**src/rtl/din_frame_loader.sv**
```systemverilog
// din_frame_loader
//
// Byte-stream front end for the DIN/CLK/SYN serial pattern shifter. Opcodes
// arrive over a valid/ready byte interface. A LOAD assembles a TOTAL_BITS-bit
// pattern, LSB first, into a shadow register. FIRE and CLEAR commands wait
// until the shifter is idle, commit to the shifter-facing outputs and then
// pulse trig once. data_reg, clr_mode and clr_2_one change only in that
// commit cycle, so they never move under a running shift.
//
// Opcodes (accepted in IDLE): 0x01 LOAD, 0x02 FIRE, 0x03 CLEAR_ZERO,
// 0x04 CLEAR_ONE, 0x05 CLEAR_ERR; any other value sets err.
//
// Optional feature macro: DIN_LOADER_CHKSUM_EN. When it is defined, a LOAD
// takes one extra trailing byte that must equal the XOR of the payload bytes.
//
// Ports:
//   clk_in      in   system clock, posedge
//   rst         in   asynchronous active-high reset
//   byte_valid  in   input byte present
//   byte_data   in   input byte [7:0]
//   byte_ready  out  loader accepts a byte this cycle
//   busy        in   shifter out_en (asynchronous, 2-flop synchronized)
//   data_reg    out  committed pattern [TOTAL_BITS-1:0]
//   trig        out  one-cycle trigger pulse
//   clr_mode    out  shifter clear-mode select
//   clr_2_one   out  clear level (1 = ones, 0 = zeros)
//   frame_valid out  shadow holds a complete accepted frame
//   err         out  sticky error flag
module din_frame_loader #(
    parameter int unsigned TOTAL_BITS  = 620,
    parameter int unsigned NBYTES      = 78,
    parameter int unsigned ACK_TIMEOUT = 8
) (
    input  logic                  clk_in,
    input  logic                  rst,
    input  logic                  byte_valid,
    input  logic [7:0]            byte_data,
    output logic                  byte_ready,
    input  logic                  busy,
    output logic [TOTAL_BITS-1:0] data_reg,
    output logic                  trig,
    output logic                  clr_mode,
    output logic                  clr_2_one,
    output logic                  frame_valid,
    output logic                  err
);

    localparam int unsigned CntW = 7;
    localparam int unsigned AckW = (ACK_TIMEOUT > 1) ? $clog2(ACK_TIMEOUT) : 1;
    localparam logic [AckW-1:0] AckLast = AckW'(ACK_TIMEOUT - 1);
`ifdef DIN_LOADER_CHKSUM_EN
    // The checksum byte follows the payload, so the last index is NBYTES.
    localparam logic [CntW-1:0] LastIdx = CntW'(NBYTES);
`else
    localparam logic [CntW-1:0] LastIdx = CntW'(NBYTES - 1);
`endif

    typedef enum logic [2:0] {
        StIdle,
        StLoad,
        StWaitIdle,
        StFire,
        StWaitAck
    } state_e;

    state_e                state_q, state_d;
    logic                  busy_meta_q, busy_s_q;
    logic [TOTAL_BITS-1:0] shadow_q, shadow_d;
    logic [TOTAL_BITS-1:0] data_reg_q, data_reg_d;
    logic [CntW-1:0]       cnt_q, cnt_d;
    logic [AckW-1:0]       ack_cnt_q, ack_cnt_d;
    logic                  pend_clr_q, pend_clr_d;
    logic                  pend_lvl_q, pend_lvl_d;
    logic                  trig_q, trig_d;
    logic                  clr_mode_q, clr_mode_d;
    logic                  clr_2_one_q, clr_2_one_d;
    logic                  frame_valid_q, frame_valid_d;
    logic                  err_q, err_d;
    logic                  xfer;
    logic [CntW+2:0]       bit_idx;
`ifdef DIN_LOADER_CHKSUM_EN
    logic [7:0]            chk_q, chk_d;
`endif

    assign byte_ready = ((state_q == StIdle) || (state_q == StLoad)) && !rst;
    assign xfer       = byte_valid && byte_ready;

    always_comb begin
        state_d       = state_q;
        shadow_d      = shadow_q;
        data_reg_d    = data_reg_q;
        cnt_d         = cnt_q;
        ack_cnt_d     = ack_cnt_q;
        pend_clr_d    = pend_clr_q;
        pend_lvl_d    = pend_lvl_q;
        trig_d        = 1'b0;
        clr_mode_d    = clr_mode_q;
        clr_2_one_d   = clr_2_one_q;
        frame_valid_d = frame_valid_q;
        err_d         = err_q;
        bit_idx       = '0;
`ifdef DIN_LOADER_CHKSUM_EN
        chk_d         = chk_q;
`endif

        case (state_q)
            StIdle: begin
                if (xfer) begin
                    case (byte_data)
                        8'h01: begin
                            frame_valid_d = 1'b0;
                            cnt_d         = '0;
`ifdef DIN_LOADER_CHKSUM_EN
                            chk_d         = '0;
`endif
                            state_d       = StLoad;
                        end
                        8'h02: begin
                            if (!frame_valid_q) begin
                                err_d = 1'b1;
                            end else begin
                                pend_clr_d = 1'b0;
                                state_d    = StWaitIdle;
                            end
                        end
                        8'h03, 8'h04: begin
                            pend_clr_d = 1'b1;
                            pend_lvl_d = ~byte_data[0];
                            state_d    = StWaitIdle;
                        end
                        8'h05:   err_d = 1'b0;
                        default: err_d = 1'b1;
                    endcase
                end
            end

            StLoad: begin
                if (xfer) begin
                    // LSB first: the shifter emits bit 0 first. Bits past the
                    // pattern end (tail of the last byte, checksum) are dropped.
                    for (int j = 0; j < 8; j++) begin
                        bit_idx = {cnt_q, 3'(j)};
                        if (32'(bit_idx) < TOTAL_BITS) begin
                            shadow_d[bit_idx] = byte_data[j];
                        end
                    end
                    if (cnt_q == LastIdx) begin
`ifdef DIN_LOADER_CHKSUM_EN
                        if (byte_data == chk_q) begin
                            frame_valid_d = 1'b1;
                        end else begin
                            err_d = 1'b1;
                        end
`else
                        frame_valid_d = 1'b1;
`endif
                        state_d = StIdle;
                    end else begin
                        cnt_d = cnt_q + CntW'(1);
`ifdef DIN_LOADER_CHKSUM_EN
                        chk_d = chk_q ^ byte_data;
`endif
                    end
                end
            end

            StWaitIdle: begin
                if (!busy_s_q) begin
                    if (pend_clr_q) begin
                        clr_mode_d  = 1'b1;
                        clr_2_one_d = pend_lvl_q;
                    end else begin
                        data_reg_d = shadow_q;
                        clr_mode_d = 1'b0;
                    end
                    state_d = StFire;
                end
            end

            StFire: begin
                // trig is registered, so it rises one cycle after the commit.
                trig_d    = 1'b1;
                ack_cnt_d = '0;
                state_d   = StWaitAck;
            end

            StWaitAck: begin
                if (busy_s_q) begin
                    state_d = StIdle;
                end else if (ack_cnt_q == AckLast) begin
                    err_d   = 1'b1;
                    state_d = StIdle;
                end else begin
                    ack_cnt_d = ack_cnt_q + AckW'(1);
                end
            end

            default: state_d = StIdle;
        endcase
    end

    always_ff @(posedge clk_in or posedge rst) begin
        if (rst) begin
            state_q       <= StIdle;
            busy_meta_q   <= 1'b0;
            busy_s_q      <= 1'b0;
            shadow_q      <= '0;
            data_reg_q    <= '0;
            cnt_q         <= '0;
            ack_cnt_q     <= '0;
            pend_clr_q    <= 1'b0;
            pend_lvl_q    <= 1'b0;
            trig_q        <= 1'b0;
            clr_mode_q    <= 1'b0;
            clr_2_one_q   <= 1'b0;
            frame_valid_q <= 1'b0;
            err_q         <= 1'b0;
`ifdef DIN_LOADER_CHKSUM_EN
            chk_q         <= '0;
`endif
        end else begin
            state_q       <= state_d;
            busy_meta_q   <= busy;
            busy_s_q      <= busy_meta_q;
            shadow_q      <= shadow_d;
            data_reg_q    <= data_reg_d;
            cnt_q         <= cnt_d;
            ack_cnt_q     <= ack_cnt_d;
            pend_clr_q    <= pend_clr_d;
            pend_lvl_q    <= pend_lvl_d;
            trig_q        <= trig_d;
            clr_mode_q    <= clr_mode_d;
            clr_2_one_q   <= clr_2_one_d;
            frame_valid_q <= frame_valid_d;
            err_q         <= err_d;
`ifdef DIN_LOADER_CHKSUM_EN
            chk_q         <= chk_d;
`endif
        end
    end

    assign data_reg    = data_reg_q;
    assign trig        = trig_q;
    assign clr_mode    = clr_mode_q;
    assign clr_2_one   = clr_2_one_q;
    assign frame_valid = frame_valid_q;
    assign err         = err_q;

endmodule

```
**config.mk**
```make
export PLATFORM = sky130hd
export DESIGN_NAME = din_frame_loader
export DESIGN_NICKNAME = d
export VERILOG_FILES = /design/src/rtl/din_frame_loader.sv
export SDC_FILE = /design/constraint.sdc
export NUM_CORES = 2
export LEC_CHECK = 0
export BUFFER_PORTS_ARGS = -buffer_cell sky130_fd_sc_hd__buf_2
export CORE_UTILIZATION = 30
export CTS_BUF_LIST = sky130_fd_sc_hd__clkbuf_8
export CTS_CLUSTER_DIAMETER = 40
export DETAILED_ROUTE_END_ITERATION = 7
export MAX_ROUTING_LAYER = met4
export SLEW_MARGIN = 10
export SYNTH_ARGS = -nofsm -noshare
export SYNTH_HDL_FRONTEND = slang
export SYNTH_SLANG_ARGS = --single-unit
export TNS_END_PERCENT = 10
```
**constraint.sdc**
```tcl
create_clock -name clk_in -period 98.8 [get_ports clk_in]
set_input_delay 4.94 -clock clk_in [delete_from_list [all_inputs] [get_ports clk_in]]
set_output_delay 4.94 -clock clk_in [all_outputs]
set_load 0.1 [all_outputs]
```
==> impl_metrics.py <==
metrics = {
    "yosys": {
        "ys_seq_area_share_pct": 66.1,
        "async_flop_share_pct": 100,
        "synthCells": 2918,
        "synth_edf_count": 0,
        "synth_most_common_cell": "dfrtp_1",
        "synth_nets": 2934,
        "ys_types": 54,
        "synth_area_leaders": "dfrtp_1 (66%), mux2_2 (29%), clkbuf_1 (0.80%), buf_2 (0.68%), nor2_2 (0.35%)",
        "ys.flop_type": "dfrtp_1",
        "ys_warn_count": 0,
        "synth_top_area_share_pct": 66.1,
        "syn_area_per_cell_um2": 16.4,
        "synth.top_cells.by_count": "dfrtp_1 (1262), mux2_2 (1241), clkbuf_1 (102)",
        "yosys_register_bits": 1262,
        "yosysTopAreaCell": "dfrtp_1",
        "syn_area_mm2": 0.0478,
    },
    "cells_and_area": {
        "fin_util_pct": 36.8,
        "n_fill_cell": 15190,
        "drive_gt1_share_pct": 60.3,
        "final_nets": 3675,
        "fin_cells": 5919,
        "design_area_mm2": 0.0582,
        "syn2layout_area_growth_pct": 21.8,
    },
    "critical_path": {
        "worst_path_most_repeated_cell": "buf_2",
        "critPathKind": "input port to primary output",
        "crit_chain": "buf_2 -> nor3_1 -> buf_2",
        "r2r-end": "data_reg[447]",
        "cp-end-kind": "primary output",
        "crit_path_start_kind": "input port",
        "worst-r2r-cell-count": 8,
        "timing.rr.start": "state_q[2]",
        "critical_path_buf_inv_count": 2,
        "cpLargestDelayFamily": "buffers and inverters",
        "rrSetupSlack_ns": 93.30,
        "max_stage_delay_ns": 0.46,
        "required_ns": 93.86,
        "cpMaxStageDelayCell": "buf_2",
        "cp_data_arrival_time_ns": 5.76,
        "cp_max_fo": 7,
    },
    "floorplan": {
        "start_util_pct": 30.2,
        "die_w_um": 401,
        "pin_count": 638,
        "die_area_mm2": 0.161,
        "fp.coreArea_mm2": 0.158,
        "dieHeight_um": 401,
        "placementRows": 146,
    },
    "clocking": {
        "cts_buffer_depth": 3,
        "clockRootBuffer": "clkbuf_8",
        "h-tree-depth": 4,
        "cts_tree": "built",
        "ctsHoldBuffers": 0,
        "cts_made_buffers": 220,
        "cts-resized-gates": 0,
        "clock_insertion_delay_worst_skew_ns": 0.93,
        "clock_sinks": 1262,
        "clkSlewWorstSetupHoldPaths_ns": 0.06,
        "post-cts-setup-buffers": 0,
    },
    "grt": {
        "grt_pass1_vias": 28846,
        "antenna_found_initial": 7,
        "grt_pass1_wl_um": 199000,
        "grt_usage_pct": 17.1,
        "grt_max_degree": 166,
        "overflow": 0,
    },
    "timing": {
        "finalCritPeriodShare_pct": 10.8,
        "worst_pin_slew_ns": 1.17,
        "timing.final.ws_setup_ns": 88.10,
        "slew_violations": 0,
        "min_period_ns": 10.70,
        "skew_ns": 0.0515,
        "tns_ns": 0,
        "rsz0062_at_grt": "false",
        "hold_viol": 0,
        "setup_viol": 0,
        "slew-limit-headroom_pct": 21.9,
        "max_freq_mhz": 93.4,
        "hold_slack_ns": 0.403,
    },
    "pwr": {
        "power.total_mw": 1.07,
        "vdd.ir_drop.worst_mv": 0.0116,
        "cellPowerDensity_mw_per_mm2": 18.4,
        "p_leak_nw": 31.3,
    },
    "flow_run": {
        "drv_cap": 0,
    },
    "place": {
        "dp_hpwl_um": 86300,
        "post-place-cells": 5509,
        "dp_slack_ns": 88.12,
        "placed_area_mm2": 0.0533,
        "place_congestion": 0.753,
        "port_buffers": 637,
    },
    "min_path": {
        "worstHoldStart": "busy_meta_q",
        "min_path_cells": 0,
        "hold_end": "busy_s_q",
        "hold_class": "flip-flop to flip-flop",
    },
    "routing": {
        "wl_per_cell_um": 22.6,
        "num_vias": 27265,
        "via_per_inst": 4.61,
        "drt_pass1_iterations": 5,
        "drtAntennaViolNets": 0,
        "drc": 0,
        "drt_iter0_markers": 1455,
        "wl_um": 133000,
    },
    "outcome": {
        "status": "finished, final reports clean",
    },
}
==> worst reg2reg max path, cell delays in order, from the launching register on <==
cell,delay (ns)
dfrtp_1,0.67
nor2_1,0.37
nand2_1,0.14
nor3_2,0.27
buf_4,0.75
buf_4,0.80
buf_4,0.94
buf_4,0.93
mux2_2,0.49
==> final cells by class <==
class | instances | area (um^2) | area share (%)
Sequential cell | 1262 | 31600 | 54.3
Multi-Input combinational cell | 1478 | 15500 | 26.6
Clock buffer | 281 | 3870 | 6.65
Timing Repair Buffer | 688 | 3600 | 6.19
Tap cell | 2072 | 2590 | 4.46
Clock inverter | 123 | 1010 | 1.74
Inverter | 9 | 41.3 | 0.0710
Antenna cell | 6 | 15.0 | 0.0258
==> routing by layer <==
metal,vias up,track usage [%],part of all wire (%)
met5,-,-,0
met1,14502,22.2,45
li1,11894,-,-
met3,162,4.93,6.5
met2,707,26.0,47
met4,0,4.91,1.9
==> power by group <==
group / switching [mW] / total (mW) / internal [mW]
sequential: 0.00367 / 0.524 / 0.520
clock: 0.220 / 0.514 / 0.293
combinational: 0.0282 / 0.0343 / 0.00606
==> cell usage in the layout, fill, tap and decap left out, types with 7 or more instances in the layout <==
master / n
dfrtp_1: 1262
clkinv_4: 7
nand2_1: 40
o21ai_0: 15
nand2_2: 7
nor2_1: 29
inv_1: 76
nor2_2: 27
clkbuf_8: 281
mux2_2: 1241
nand3_1: 20
buf_2: 629
clkinv_2: 17
buf_4: 58
clkinvlp_4: 7
bufinv_16: 14
==> worst max path at each step <==
| stage | start | to | slack, ns | cells past startpoint |
|---|---|---|---|---|
| after CTS | rst | byte_ready | 88.12 | 3 |
| after global placement | rst | byte_ready | 88.13 | 3 |
| after floorplan | rst | ack_cnt_q[0] | 58.30 | 1 |
| final | rst | byte_ready | 88.10 | 3 |
| after global routing | rst | byte_ready | 88.07 | 3 |
| after detailed placement | rst | byte_ready | 88.12 | 3 |
==> logic make-up after synthesis <==
kind of cell / after synthesis / share of synthesized area (%)
AOI/OAI and AO/OA: 40 / 0.579
buffers and inverters: 178 / 1.57
and+or+nand+nor: 193 / 2.40
muxes: 1241 / 29.2
adders and majority gates: 4 / 0.105
DFF: 1262 / 66.1
No activity file was read; power rests on OpenSTA's default activity.
